<file path="config.mk">
export PLATFORM = sky130hd
export DESIGN_NAME = img_loader
export DESIGN_NICKNAME = d
export VERILOG_FILES = /design/src/rtl/img_pkg.sv /design/src/rtl/rgb_packer.sv /design/src/rtl/img_loader.sv
export SDC_FILE = /design/constraint.sdc
export NUM_CORES = 1
export LEC_CHECK = 0
export ABC_AREA = 1
export BUFFER_PORTS_ARGS = -buffer_cell sky130_fd_sc_hd__buf_2
export CAP_MARGIN = 25
export CORE_MARGIN = 2
export CORE_UTILIZATION = 50
export CTS_CLUSTER_SIZE = 25
export DETAILED_ROUTE_END_ITERATION = 10
export GPL_ROUTABILITY_DRIVEN = 0
export PLACE_DENSITY = 0.82
export SLEW_MARGIN = 0
export SYNTH_ARGS = -nofsm -noshare
export SYNTH_HDL_FRONTEND = slang
export SYNTH_SLANG_ARGS = --single-unit
export TNS_END_PERCENT = 10
</file>
<file path="constraint.sdc">
create_clock -name clk -period 3.6 [get_ports clk]
set_input_delay 0.72 -clock clk [delete_from_list [all_inputs] [get_ports clk]]
set_output_delay 0.72 -clock clk [all_outputs]
set_load 0.1 [all_outputs]
</file>
<file path="src/rtl/img_pkg.sv">
// Shared types and constants for the frame loader: pixel layout, FSM states
// and the byte positions inside one RGB triple.
package img_pkg;

  typedef struct packed {
    logic [7:0] r;
    logic [7:0] g;
    logic [7:0] b;
  } pixel_t;

  typedef enum logic [1:0] {
    IDLE    = 2'd0,
    COLLECT = 2'd1,
    WRITE   = 2'd2,
    DONE    = 2'd3
  } loader_state_t;

  localparam logic [1:0] BYTE_R = 2'd0;
  localparam logic [1:0] BYTE_G = 2'd1;
  localparam logic [1:0] BYTE_B = 2'd2;

endpackage

</file>
<file path="src/rtl/rgb_packer.sv">
// Gathers an R,G,B byte sequence into one 24-bit pixel. The pixel is flagged
// in the same cycle the blue byte is accepted; blue is forwarded directly.
module rgb_packer
  import img_pkg::*;
(
  input  logic        clk,
  input  logic        rst_n,
  input  logic        clr_i,
  input  logic        accept_i,
  input  logic [7:0]  byte_i,
  output logic [23:0] pix_o,
  output logic        pix_valid_o
);

  logic [1:0] idx_q, idx_d;
  logic [7:0] r_q, g_q;
  pixel_t     pix;

  always_comb begin
    idx_d = idx_q;
    if (clr_i) begin
      idx_d = BYTE_R;
    end else if (accept_i) begin
      idx_d = (idx_q == BYTE_B) ? BYTE_R : idx_q + 2'd1;
    end
  end

  always_ff @(posedge clk or negedge rst_n) begin
    if (!rst_n) idx_q <= BYTE_R;
    else        idx_q <= idx_d;
  end

  // Colour bytes carry no control meaning, so they are left out of reset.
  always_ff @(posedge clk) begin
    if (accept_i && idx_q == BYTE_R) r_q <= byte_i;
    if (accept_i && idx_q == BYTE_G) g_q <= byte_i;
  end

  assign pix         = '{r: r_q, g: g_q, b: byte_i};
  assign pix_o       = pix;
  assign pix_valid_o = accept_i && (idx_q == BYTE_B);

endmodule

</file>
<file path="src/rtl/img_loader.sv">
// Streams raw RGB bytes into frame memory in raster order, one registered
// write per pixel at address IMG_WIDTH*y + x.
module img_loader
  import img_pkg::*;
#(
  parameter int IMG_WIDTH  = 160,
  parameter int IMG_HEIGHT = 120,
  parameter int ADDR_W     = 32
) (
  input  logic              clk,
  input  logic              rst,
  input  logic              start,
  input  logic [7:0]        in_data,
  input  logic              in_valid,
  output logic              in_ready,
  output logic              wr_en,
  output logic [ADDR_W-1:0] wr_addr,
  output logic [23:0]       wr_data,
  output logic              busy,
  output logic              done
);

  localparam int XW = (IMG_WIDTH  > 1) ? $clog2(IMG_WIDTH)  : 1;
  localparam int YW = (IMG_HEIGHT > 1) ? $clog2(IMG_HEIGHT) : 1;
  localparam logic [XW-1:0] X_LAST = XW'(IMG_WIDTH - 1);
  localparam logic [YW-1:0] Y_LAST = YW'(IMG_HEIGHT - 1);

  loader_state_t     state_q, state_d;
  logic [XW-1:0]     x_q, x_d;
  logic [YW-1:0]     y_q, y_d;
  logic              wr_en_q, wr_en_d;
  logic [ADDR_W-1:0] wr_addr_q, wr_addr_d;
  logic [23:0]       wr_data_q, wr_data_d;

  logic              accept;
  logic [23:0]       pix;
  logic              pix_valid;
  logic [ADDR_W-1:0] addr_cur;

  assign accept = in_valid && (state_q == COLLECT);

  // Byte index is forced back to R whenever no collection is underway.
  rgb_packer u_packer (
    .clk         (clk),
    .rst_n       (rst),
    .clr_i       (state_q != COLLECT),
    .accept_i    (accept),
    .byte_i      (in_data),
    .pix_o       (pix),
    .pix_valid_o (pix_valid)
  );

  // Widen before multiplying so the product never truncates.
  assign addr_cur = ADDR_W'(y_q) * ADDR_W'(IMG_WIDTH) + ADDR_W'(x_q);

  always_comb begin
    state_d   = state_q;
    x_d       = x_q;
    y_d       = y_q;
    wr_en_d   = 1'b0;
    wr_addr_d = wr_addr_q;
    wr_data_d = wr_data_q;
    case (state_q)
      IDLE: begin
        x_d = '0;
        y_d = '0;
        if (start) state_d = COLLECT;
      end
      COLLECT: begin
        if (pix_valid) begin
          state_d   = WRITE;
          wr_en_d   = 1'b1;
          wr_addr_d = addr_cur;
          wr_data_d = pix;
        end
      end
      WRITE: begin
        if (x_q == X_LAST && y_q == Y_LAST) begin
          state_d = DONE;
        end else begin
          state_d = COLLECT;
          if (x_q == X_LAST) begin
            x_d = '0;
            y_d = y_q + 1'b1;
          end else begin
            x_d = x_q + 1'b1;
          end
        end
      end
      DONE:    state_d = IDLE;
      default: state_d = IDLE;
    endcase
  end

  always_ff @(posedge clk or negedge rst) begin
    if (!rst) begin
      state_q   <= IDLE;
      x_q       <= '0;
      y_q       <= '0;
      wr_en_q   <= 1'b0;
      wr_addr_q <= '0;
      wr_data_q <= '0;
    end else begin
      state_q   <= state_d;
      x_q       <= x_d;
      y_q       <= y_d;
      wr_en_q   <= wr_en_d;
      wr_addr_q <= wr_addr_d;
      wr_data_q <= wr_data_d;
    end
  end

  assign in_ready = (state_q == COLLECT);
  assign busy     = (state_q == COLLECT) || (state_q == WRITE);
  assign done     = (state_q == DONE);
  assign wr_en    = wr_en_q;
  assign wr_addr  = wr_addr_q;
  assign wr_data  = wr_data_q;

endmodule
</file>
* Yosys cells after proc, flatten, opt, wreduce, memory -nomap -nowiden
Cells that the tools add are included.
Storage, ports and cells: bits in registers 92, output and inout port bits 60, word-level logic and storage cells 55
Cells by class: add/subtract/negate cells 4, multiply operators 1, equal/unequal tests 12, mux-type cells 15, reductions and logical operators 14
Operators by type and width (count):
- $add 15x8->16 | 1
- $mux 8 | 2
- $pmux 8 s2 | 1
- $mux 7 | 2
- $pmux 7 s2 | 1
- $mux 2 | 6
- $mul 7x3->10 const B | 1
- $add 8x1->8 const B | 1
- $eq 8x8->1 const B | 1
- $pmux 2 s4 | 1
- $add 7x1->7 const B | 1
- $eq 7x7->1 const B | 1
- $eq 2x2->1 const B | 3
- $ne 2x2->1 const B | 3
- $reduce_and 2->1 | 3
- $logic_and 1x1->1 | 5
- $eq 2x1->1 const B | 2
- $logic_not 2->1 | 2
- $ne 2x1->1 const B | 2
- $reduce_bool 2->1 | 2
- $reduce_and 3->1 | 1
- $add 2x1->2 const B | 1
- $mux 1 | 2
- $logic_or 1x1->1 | 1

* Longest topological paths before layout
Gate-level depths: netlist (run 1).
depth after elaboration 5, depth in mapped cells 12, depth with buffers taken out 12

* Cells and area by module
A second synthesis (run 1) with hierarchy kept.
Unflattened totals: cells, all modules 451, area total of the unflattened synthesis 3921.3 um^2
By module, submodules not included:
- img_loader | times used 1, cells each 410, area each 3263.1 um^2, seq. area each 1451.4 um^2
- rgb_packer | times used 1, cells each 41, area each 658.1 um^2, seq. area each 530.5 um^2

* Worst setup path after synthesis (run 1)
Ideal clock, no wire load.
path type register to register, from register state_q[1], to register wr_addr_q[13], in the netlist wr_addr[13], setup time 0.120 ns, arrival 2.362 ns, path slack 1.119 ns, cell stages (with the launch flop) 9, clock period less this slack 2.481 ns, path through dfrtp_1 inv_1 ha_1 nand2_1 nor3_4 inv_2 clkbuf_1 nand2_1 nand2_1
On the way: longest elaborated chain between the ends 4
Ends and longest elaborated chain:
- from (decl) | line img_loader.sv:28 | loader_state_t state_q, state_d;
- from (signal assigned) | line img_loader.sv:104 | state_q <= state_d;
- $eq 2x1->1 (*)
- net in_ready | line img_loader.sv:15 | output logic in_ready,
- $logic_and 1x1->1 | line img_loader.sv:40 | assign accept = in_valid && (state_q == COLLECT);
- $logic_and 1x1->1 | line rgb_packer.sv:41 | assign pix_valid_o = accept_i && (idx_q == BYTE_B);
- $reduce_and 2->1 (no line) (*)
- to (signal assigned) | line img_loader.sv:108 | wr_addr_q <= wr_addr_d;
- to (decl) | line img_loader.sv:32 | logic [ADDR_W-1:0] wr_addr_q, wr_addr_d;
The timed path passes the listed nets; every way through them passes the cells marked *. A chain may end at the register's enable or synchronous reset.

* Worst setup path after layout (run 1)
from register y_q[3], to register wr_addr_q[13], in the netlist wr_addr[13]
On the way: longest elaborated chain between the ends 2
Ends and longest elaborated chain:
- from (decl) | line img_loader.sv:30 | logic [YW-1:0] y_q, y_d;
- from (signal assigned) | line img_loader.sv:106 | y_q <= y_d;
- $mul 7x3->10 | line img_loader.sv:54 | assign addr_cur = ADDR_W'(y_q) * ADDR_W'(IMG_WIDTH) + ADDR_W'(x_q);
- $add 15x8->16 | line img_loader.sv:54
Every way passes these cells.

==> results of run 1 <==
==> layer usage <==
metal / vias to the layer above / routed length (µm) / global-route usage
met5: - / 0 / 0
met4: 0 / 132 / 0.0872
met3: 13 / 278 / 0.0326
met2: 77 / 3480 / 0.291
met1: 1354 / 3240 / 0.244
li1: 1406 / - / -
==> cells by family after synthesis <==
group | Yosys count | synth area share
AND/OR/NAND/NOR | 215 | 0.238
adder cells (fa/ha/maj) | 21 | 0.0742
flip-flops | 76 | 0.530
XOR/XNOR | 9 | 0.0211
AO/OA/AOI/OAI | 33 | 0.0562
buffers and inverters | 57 | 0.0793
other | 1 | 0.00100
==> critical path: stages, from the launching register on <==
cell and delay (ns):
dfrtp_1 0.47, ha_1 0.31, ha_1 0.24, fa_1 0.41, xor2_1 0.18, nand2_1 0.09, nor2_1 0.22, inv_1 0.08
nor2_1 0.15, nand2_1 0.07, nand3_1 0.06, nand2_1 0.05
==> state kept, by name (all words and copies together), names as in the netlist <==
signal and count:
y_q 7, u_packer.g_q 8, wr_addr 16, u_packer.r_q 8, x_q 8, wr_data 24, state_q 2, u_packer.idx_q 2
wr_en 1
==> per-stage QoR <==
step | worst slack, ns | hold slack, ns
6_report | 1.15 | 0.445
5_1_grt | 0.930 | 0.470
4_1_cts | 1.15 | 0.447
3_5_place_dp | 1.23 | 0.431
3_3_place_gp | 1.33 | 0.429
2_1_floorplan | 1.12 | 0.424
==> layout make-up <==
| cell class | count | share of cell area |
|---|---|---|
| clock buffers | 10 | 0.0299 |
| clock inverters | 6 | 0.0261 |
| inverters | 32 | 0.0281 |
| multi-input cells | 294 | 0.355 |
| flip-flops and latches | 76 | 0.464 |
| well taps | 99 | 0.0290 |
| repair buffers | 57 | 0.0679 |
==> layout by cell type (no fill, tap or decap), drive strengths merged, types with 4 or more instances in the layout <==
cell,netlist,final
nand4,4,4
a21oi,4,4
or2,4,4
ha,19,19
conb,1,16
xnor2,5,5
nand3,20,20
dfrtp,60,60
inv,32,33
clkbuf,4,10
buf,21,57
nor2,18,18
nand2,161,161
o21ai,19,19
nor3,6,6
xor2,4,4
edfxtp,16,16
==> final timing paths <==
| kind | from | end | cells past startpoint |
|---|---|---|---|
| setup / recovery | y_q[3]$_DFFE_PN0P_ | wr_addr[13]$_DFFE_PN0P_ | 11 |
| hold / removal | u_packer.g_q[5]$_DFFE_PP_ | wr_data[13]$_DFFE_PN0P_ | 2 |
| setup reg to reg | y_q[3]$_DFFE_PN0P_ | wr_addr[13]$_DFFE_PN0P_ | 11 |
| hold reg to reg | u_packer.g_q[5]$_DFFE_PP_ | wr_data[13]$_DFFE_PN0P_ | 2 |
| max in group asynchronous | rst | wr_data[3]$_DFFE_PN0P_ | 2 |
| min in group asynchronous | rst | y_q[6]$_DFFE_PN0P_ | 1 |
==> report_power, final <==
| group | switching, mW | leakage (nW) | internal [mW] |
|---|---|---|---|
| logic | 1.65 | 1.14 | 0.256 |
| clock network | 0.316 | 0.117 | 0.462 |
| registers | 0.115 | 0.955 | 1.09 |
| total | 2.08 | 2.22 | 1.81 |
==> results.sh, run 1 <==
export IMPL_cp_end_kind="flop"
export IMPL_drt_iter0_drc=190
export IMPL_worst_endpoint_required_ns=3.84
export IMPL_grt_use_total=0.183
export IMPL_drc=0
export IMPL_area_sequential_um2=1980
export IMPL_yosys_area_top_type_share=0.401
export IMPL_power_density_nw_per_um2=909
export IMPL_p_leak_nw=2.22
export IMPL_clock_skew_final_ns=0.00947
export IMPL_syn_inst=412
export IMPL_antenna_left=0
export IMPL_drv_slew=0
export IMPL_wl_um=7130
export IMPL_syn_to_final_growth_pct=14.2
export IMPL_hold_path_class="flop to flop"
export IMPL_drive_above_1_share=0.183
export IMPL_yosysMostFrequentCell="nand2_1"
export IMPL_clock_latency_ns=0.35
export IMPL_yosysWarnings=0
export IMPL_die_w_um=90.5
export IMPL_syn_cell_area_um2=3740
export IMPL_synth_edf_count=16
export IMPL_grt_overflow=0
export IMPL_fin_area_um2=4270
export IMPL_synth_area_leaders="dfrtp_1 (40%), nand2_1 (16%), edfxtp_1 (13%), ha_1 (6.4%), buf_4 (3.2%)"
export IMPL_clock_path_buffers=2
export IMPL_dr_pass1_iters=5
export IMPL_via_per_inst=4.97
export IMPL_final_core_util=0.589
export IMPL_cts_buffers=9
export IMPL_nNetsFinal=503
export IMPL_synth_cell_types=36
export IMPL_root_buffer="clkbuf_8"
export IMPL_antenna_found_initial=0
export IMPL_dieArea_um2=8190
export IMPL_num_antenna_cells=0
export IMPL_grt_max_degree=47
export IMPL_multiInputGateArea_um2=1520
export IMPL_setup_tns_ns=0
export IMPL_finalCriticalPeriod_ns=2.45
export IMPL_hold_viol=0
export IMPL_ys_seq_area_frac=0.530
export IMPL_die_h_um=90.5
export IMPL_arrival_ns=2.69
export IMPL_cts_htree_levels=3
export IMPL_io_pins=72
export IMPL_start_kind="flop"
export IMPL_cts_tree="built"
export IMPL_dpl_cell_area_um2=4040
export IMPL_synthFlopType="dfrtp_1"
export IMPL_cts_hold_fix_buffers=0
export IMPL_vdd_ir_drop_max_v=0.000675
export IMPL_synth_commonest_cells="nand2_1 (160), dfrtp_1 (60), inv_1 (31)"
export IMPL_stdcell_count=574
export IMPL_synth_area_leader_cell="dfrtp_1"
export IMPL_syn_area_per_cell_um2=9.08
export IMPL_clkTransAtPathRegs_ns=0.08
export IMPL_status="complete, no violations"
export IMPL_path_max_fanout=8
export IMPL_post_route_period_util=0.680
export IMPL_rsz0062_at_grt="false"
export IMPL_power_mw=3.89
export IMPL_setup_viol=0
export IMPL_grt_pass1_vias=2598
export IMPL_post_cts_resized=0
export IMPL_synth_seq_cells=76
export IMPL_max_freq_ghz=0.409
export IMPL_fill_cells=606
export IMPL_max_cap_viol_count=0
export IMPL_num_rows=31
export IMPL_core_area_um2=7250
export IMPL_synthArstFlopShare=0.789
export IMPL_hpwl_um=5070
export IMPL_wl_per_cell_um=12.4
export IMPL_tightest_slew_ns=0.810
export IMPL_cts_sinks=76
export IMPL_dr_total_vias=2850
export IMPL_start_util=0.516
export IMPL_cts_setup_buffers=0
export IMPL_grt_pass1_wl_um=12000
export IMPL_slew_headroom=0.460
export IMPL_rrSetupSlack_ns=1.15
export IMPL_io_buffers=55
export IMPL_critPathKind="flop to flop"
export IMPL_placed_cells=558
Power figures use the tool's default switching activity.
==> inputs of run 2 (changes only) <==
--- a/config.mk
+++ b/config.mk
@@ -5,7 +5,7 @@
 export SDC_FILE = /design/constraint.sdc
 export NUM_CORES = 1
 export LEC_CHECK = 0
-export ABC_AREA = 1
+export ABC_AREA = 0
 export BUFFER_PORTS_ARGS = -buffer_cell sky130_fd_sc_hd__buf_2
 export CAP_MARGIN = 25
 export CORE_MARGIN = 2
==> constraint.sdc (replaced) <==
create_clock -name clk -period 2.4 [get_ports clk]
set_input_delay 0.48 -clock clk [delete_from_list [all_inputs] [get_ports clk]]
set_output_delay 0.48 -clock clk [all_outputs]
set_load 0.1 [all_outputs]
==> run 2 against run 1 <==
  * The flow now finishes with violations (setup timing)
  * Sequential power grew 53%
  * Worst hold slack worse by 0.34 ns
  * Power is 56% higher
  * Synthesized cell count is 13% lower
  * Critical path depth down 3
  * Setup slack worse by 1.2 ns
  * Global-route usage up 3.4 points
  * Critical endpoint unchanged
==> results.sh, run 2 <==
export IMPL_finalCriticalPeriod_ns=2.49
export IMPL_largest_reg_flops=24
export IMPL_drive_above_1_share=0.280
export IMPL_yosysWarnings=0
export IMPL_hold_path_class="primary input to async pin"
export IMPL_syn_to_final_growth_pct=24.3
export IMPL_root_buffer="clkbuf_8"
export IMPL_syn_cell_area_um2=3670
export IMPL_path_max_fanout=6
export IMPL_clock_latency_ns=0.36
export IMPL_switching_share=0.546
export IMPL_p_leak_nw=2.32
export IMPL_synth_area_leader_cell="dfrtp_1"
export IMPL_yosysMostFrequentCell="nand2_1"
export IMPL_power_frac_seq=0.302
export IMPL_cp_end_kind="flop"
export IMPL_grt_use_total=0.217
export IMPL_num_antenna_cells=0
export IMPL_critPathKind="flop to flop"
export IMPL_slew_headroom=0.516
export IMPL_rsz0062_at_grt="true"
export IMPL_drv_slew=0
export IMPL_drt_iter0_drc=211
export IMPL_hpwl_um=5360
export IMPL_dr_pass1_iters=4
export IMPL_cts_tree="built"
export IMPL_io_buffers=55
export IMPL_worst_endpoint_required_ns=2.69
export IMPL_arrival_ns=2.77
export IMPL_clock_skew_final_ns=0.00864
export IMPL_dieArea_um2=8040
export IMPL_wl_per_cell_um=14.6
export IMPL_syn_area_per_cell_um2=10.2
export IMPL_post_route_period_util=1.04
export IMPL_max_freq_ghz=0.402
export IMPL_grt_pass1_vias=2720
export IMPL_antenna_left=0
export IMPL_num_rows=31
export IMPL_final_common_cell="nand2_1"
export IMPL_via_per_inst=5.15
export IMPL_failed_checks="setup timing"
export IMPL_clkTransAtPathRegs_ns=0.09
export IMPL_placed_cells=530
export IMPL_fin_area_um2=4560
export IMPL_holdWs_ns=0.102
export IMPL_cts_sinks=76
export IMPL_rrSetupSlack_ns=-0.09
export IMPL_power_density_nw_per_um2=1330
export IMPL_die_w_um=89.7
export IMPL_dr_total_vias=2829
export IMPL_setup_viol=1
export IMPL_final_core_util=0.636
export IMPL_clock_path_buffers=2
export IMPL_wl_um=8010
export IMPL_dpl_cell_area_um2=4190
export IMPL_die_h_um=89.7
export IMPL_status="complete, but fails checks"
export IMPL_ys_seq_area_frac=0.540
export IMPL_fill_cells=555
export IMPL_tightest_slew_ns=0.724
export IMPL_synth_edf_count=16
export IMPL_nNetsFinal=478
export IMPL_yosys_area_top_type_share=0.409
export IMPL_power_mw=6.05
export IMPL_cts_htree_levels=3
export IMPL_hold_viol=0
export IMPL_max_cap_viol_count=0
export IMPL_io_pins=72
export IMPL_core_area_um2=7180
export IMPL_grt_pass1_wl_um=12900
export IMPL_worst_slack_ns=-0.0856
export IMPL_synth_cell_types=47
export IMPL_clockPowerShare=0.182
export IMPL_synth_seq_cells=76
export IMPL_start_util=0.511
export IMPL_antenna_found_initial=0
export IMPL_start_kind="flop"
export IMPL_grt_max_degree=61
export IMPL_stdcell_count=549
export IMPL_p_comb_frac=0.516
export IMPL_intPower_mw=2.75
export IMPL_drc=0
export IMPL_synth_commonest_cells="nand2_1 (108), dfrtp_1 (60), ha_1 (19)"
export IMPL_power_switching_mw=3.30
export IMPL_syn_inst=359
export IMPL_synthFlopType="dfrtp_1"
export IMPL_vdd_ir_drop_max_v=0.00112
export IMPL_synthArstFlopShare=0.789
export IMPL_layout_common_cells="nand2_1 (108), dfrtp_1 (60), buf_2 (55)"
export IMPL_cts_buffers=9
export IMPL_synth_area_leaders="dfrtp_1 (41%), edfxtp_1 (13%), nand2_1 (11%), ha_1 (6.5%), buf_4 (3.3%)"
export IMPL_grt_overflow=0
-- run 2: cell count changes after synthesis, sizes merged, moves of 5 or more --
cell,before,now
nand2,161,108
inv,32,7
nand3,20,7
nor2,18,11
nor2b,0,7
buf,21,16
clkbuf,4,9
-- run 2: repair_timing --
action,CTS,global route
pin swaps,11,8
setup endpoints to repair,4,5
setup buffers,2,1
hold buffers,0,0
resized for setup,15,4
-- run 2: kinds of logic (layout without fill, tap and decap cells) --
kind of cell,Yosys count,after routing,synth area share
and+or+nand+nor,168,168,0.219
DFF,76,76,0.540
AOI/OAI and AO/OA,44,44,0.0750
buffers and inverters,33,109,0.0501
adders and majority gates,21,21,0.0757
xor gates and xnor gates,13,13,0.0310
muxes,3,3,0.00819
other,1,16,0.00102
-- run 2: power groups by stage --
stage | Sequential (mW) | Clock [mW] | Combinational (mW)
global placement | 1.83 | 0 | 3.04
finish | 1.83 | 1.10 | 3.12
floorplan | 3.40 | 0 | 1.01
CTS | 1.83 | 1.11 | 3.12
detailed placement | 1.85 | 0 | 3.08
global route | 1.87 | 1.17 | 3.29
-- run 2: area by class of cell --
type | count | area [µm²] | area share
clock buffer | 9 | 124 | 0.0272
tap | 99 | 124 | 0.0272
multi-input combinational | 265 | 1680 | 0.369
inverter | 8 | 30.0 | 0.00658
clock inverter | 7 | 98.8 | 0.0217
sequential | 76 | 1980 | 0.435
timing repair buffer | 85 | 520 | 0.114
-- run 2: critical path, cell delays in order (launching register included) --
cell and delay [ns]:
dfrtp_1 0.44, buf_6 0.16, ha_4 0.26, ha_4 0.19
or2_4 0.26, and3_4 0.20, or2_4 0.25, or4_1 0.46
a31oi_1 0.19
-- run 2: final timing paths --
kind / start / endpoint / cells past startpoint
setup / recovery: y_q[3]$_DFFE_PN0P_ / wr_addr[13]$_DFFE_PN0P_ / 8
hold / removal: rst / y_q[5]$_DFFE_PN0P_ / 2
setup reg to reg: y_q[3]$_DFFE_PN0P_ / wr_addr[13]$_DFFE_PN0P_ / 8
hold reg to reg: u_packer.g_q[0]$_DFFE_PP_ / wr_data[8]$_DFFE_PN0P_ / 2
max in group asynchronous: rst / wr_addr[11]$_DFFE_PN0P_ / 2
min in group clk: in_data[6] / u_packer.g_q[6]$_DFFE_PP_ / 1
-- run 2: per-stage QoR --
step           setup slack, ns  TNS [ns]
2_1_floorplan           -0.184    -0.184
4_1_cts                -0.0346   -0.0534
6_report               -0.0856   -0.0856
3_3_place_gp            -0.126    -0.162
3_5_place_dp            -0.241    -0.472
5_1_grt                 -0.152    -0.248
-- run 2: routing by layer --
metal  GRT usage  share of wire  wire length (µm)
met1       0.270           0.41              3310
met2       0.352           0.50              4010
met3      0.0466          0.053               428
met4       0.121          0.032               257
met5           0              0                 0
==> inputs of run 3 (changes only) <==
--- a/config.mk
+++ b/config.mk
@@ -13,6 +13,7 @@
 export CTS_CLUSTER_SIZE = 25
 export DETAILED_ROUTE_END_ITERATION = 10
 export GPL_ROUTABILITY_DRIVEN = 0
+export GPL_TIMING_DRIVEN = 0
 export PLACE_DENSITY = 0.82
 export SLEW_MARGIN = 0
 export SYNTH_ARGS = -nofsm -noshare
==> run 3 against run 2 <==
  * The run still ends with setup timing left
  * Core utilization decreased by 0.070 points
  * Cell area decreased by 0.11%
  * Largest cell class unchanged
  * Fmax increased by 0.35%
  * Largest power group unchanged
  * Highest routed layer unchanged
  * Clock skew decreased by 0.0027 ns
  * Via count decreased by 0.53%
==> results.sh, run 3 (same netlist as run 2, synthesis figures left out) <==
export IMPL_status="complete, but fails checks"
export IMPL_failed_checks="setup timing"
export IMPL_cts_sinks=76
export IMPL_stdcell_count=557
export IMPL_grt_pass1_wl_um=12700
export IMPL_path_max_fanout=3
export IMPL_reg2regPathDepth=8
export IMPL_grt_max_degree=42
export IMPL_cpMaxStageDelayCell="or4_1"
export IMPL_slew_headroom=0.443
export IMPL_drv_slew=0
export IMPL_die_h_um=89.7
export IMPL_crit_path_cell_trace="ha_4, ha_4, fa_2, a21o_1, a21oi_2, xor2_1, or4_1, a31oi_1"
export IMPL_drc=0
export IMPL_critPathTopFamily="adder cells"
export IMPL_hpwl_um=5540
export IMPL_rr_startpoint="y_q[3]$_DFFE_PN0P_"
export IMPL_finalCriticalPeriod_ns=2.48
export IMPL_num_antenna_cells=0
export IMPL_setup_viol=1
export IMPL_cp_end_kind="flop"
export IMPL_cts_htree_levels=3
export IMPL_tightest_slew_ns=0.832
export IMPL_dpl_cell_area_um2=4160
export IMPL_clock_latency_ns=0.34
export IMPL_num_rows=31
export IMPL_cts_buffers=9
export IMPL_drt_iter0_drc=186
export IMPL_worst_r2r_endpoint="wr_addr[13]$_DFFE_PN0P_"
export IMPL_placed_cells=531
export IMPL_layout_common_cells="nand2_1 (108), buf_2 (55), dfrtp_1 (55)"
export IMPL_rsz0062_at_grt="true"
export IMPL_wl_per_cell_um=14.1
export IMPL_cp_common_cell="ha_4"
export IMPL_start_util=0.511
export IMPL_power_mw=6.03
export IMPL_fin_area_um2=4560
export IMPL_antenna_left=0
export IMPL_grt_pass1_vias=2707
export IMPL_cpPeakStageDelay_ns=0.51
export IMPL_cts_hold_fix_buffers=0
export IMPL_max_cap_viol_count=0
export IMPL_rrSetupSlack_ns=-0.08
export IMPL_grt_overflow=0
export IMPL_dr_pass1_iters=4
export IMPL_hold_viol=0
export IMPL_io_buffers=55
export IMPL_clock_skew_final_ns=0.00595
export IMPL_core_area_um2=7180
export IMPL_cts_tree="built"
export IMPL_clkTransAtPathRegs_ns=0.08
export IMPL_worst_endpoint_required_ns=2.67
export IMPL_post_route_period_util=1.03
export IMPL_vdd_ir_drop_max_v=0.000999
export IMPL_syn_to_final_growth_pct=24.2
export IMPL_crit_buf_inv=0
export IMPL_start_kind="flop"
export IMPL_wl_um=7880
export IMPL_max_freq_ghz=0.404
export IMPL_hold_path_class="primary input to async pin"
export IMPL_critPathKind="flop to flop"
export IMPL_p_leak_nw=2.33
export IMPL_die_w_um=89.7
export IMPL_final_common_cell="nand2_1"
export IMPL_grt_use_total=0.208
export IMPL_place_ws_ns=-0.385
export IMPL_drive_above_1_share=0.275
export IMPL_power_density_nw_per_um2=1320
export IMPL_nNetsFinal=486
export IMPL_worst_slack_ns=-0.0768
export IMPL_largest_reg_flops=24
export IMPL_dr_total_vias=2814
export IMPL_via_per_inst=5.05
export IMPL_root_buffer="clkbuf_8"
export IMPL_arrival_ns=2.75
export IMPL_dieArea_um2=8040
export IMPL_setup_tns_ns=-0.0768
export IMPL_clock_path_buffers=2
export IMPL_antenna_found_initial=0
export IMPL_io_pins=72
==> run 3: cell types whose count changed in the layout (fill, tap and decap cells not counted), sizes merged <==
| cell | before | now |
|---|---|---|
| clkbuf | 9 | 21 |
| buf | 85 | 84 |
| bufinv | 2 | 1 |
| clkinv | 4 | 3 |
| clkinvlp | 1 | 0 |
==> run 3: area by class of cell <==
type,instances,area [µm²]
inverters,8,30.0
clock buffers,12,166
clock inverters,4,52.6
well taps,99,124
plain buffers,25,155
repair buffers,68,385
fillers,572,2620
flip-flops and latches,76,1990
multi-input cells,265,1650
==> run 3: metrics by stage <==
stage                     hold slack, ns  utilization
after global routing               0.114        0.635
after CTS                         0.0965        0.633
after floorplan                    0.184            -
final                             0.0938        0.635
after global placement             0.418        0.575
after detailed placement           0.428        0.580
==> run 3: timing repair <==
item	in CTS	in global routing
resized for setup	15	4
setup buffers	10	0
gates cloned	0	0
pin swaps	8	0
endpoints found under the setup margin	4	12
==> run 3: report_power, final <==
group | switching [mW] | leakage [nW] | internal [mW] | total (mW)
registers | 0.194 | 0.953 | 1.63 | 1.83
clock network | 0.480 | 0.112 | 0.577 | 1.06
logic | 2.61 | 1.27 | 0.537 | 3.15
==> run 3: worst max-delay path by stage <==
stage          slack, ns                from                      end  cells past startpoint
2_1_floorplan      -0.18  y_q[1]$_DFFE_PN0P_  wr_addr[13]$_DFFE_PN0P_                      8
3_3_place_gp       -0.32  y_q[3]$_DFFE_PN0P_  wr_addr[13]$_DFFE_PN0P_                      8
3_5_place_dp       -0.39  y_q[3]$_DFFE_PN0P_  wr_addr[13]$_DFFE_PN0P_                      8
4_1_cts            -0.02  y_q[3]$_DFFE_PN0P_  wr_addr[13]$_DFFE_PN0P_                      8
5_1_grt            -0.18  y_q[3]$_DFFE_PN0P_  wr_addr[13]$_DFFE_PN0P_                      8
6_report           -0.08  y_q[3]$_DFFE_PN0P_  wr_addr[13]$_DFFE_PN0P_                      8
==> run 3: per-layer routing <==
layer  global-route usage  up-vias  share of wire
li1                     -     1371              -
met1                0.282     1357           0.46
met2                0.324       77           0.50
met3               0.0320        9          0.035
met4                0.111        0          0.012
met5                    0        -              0
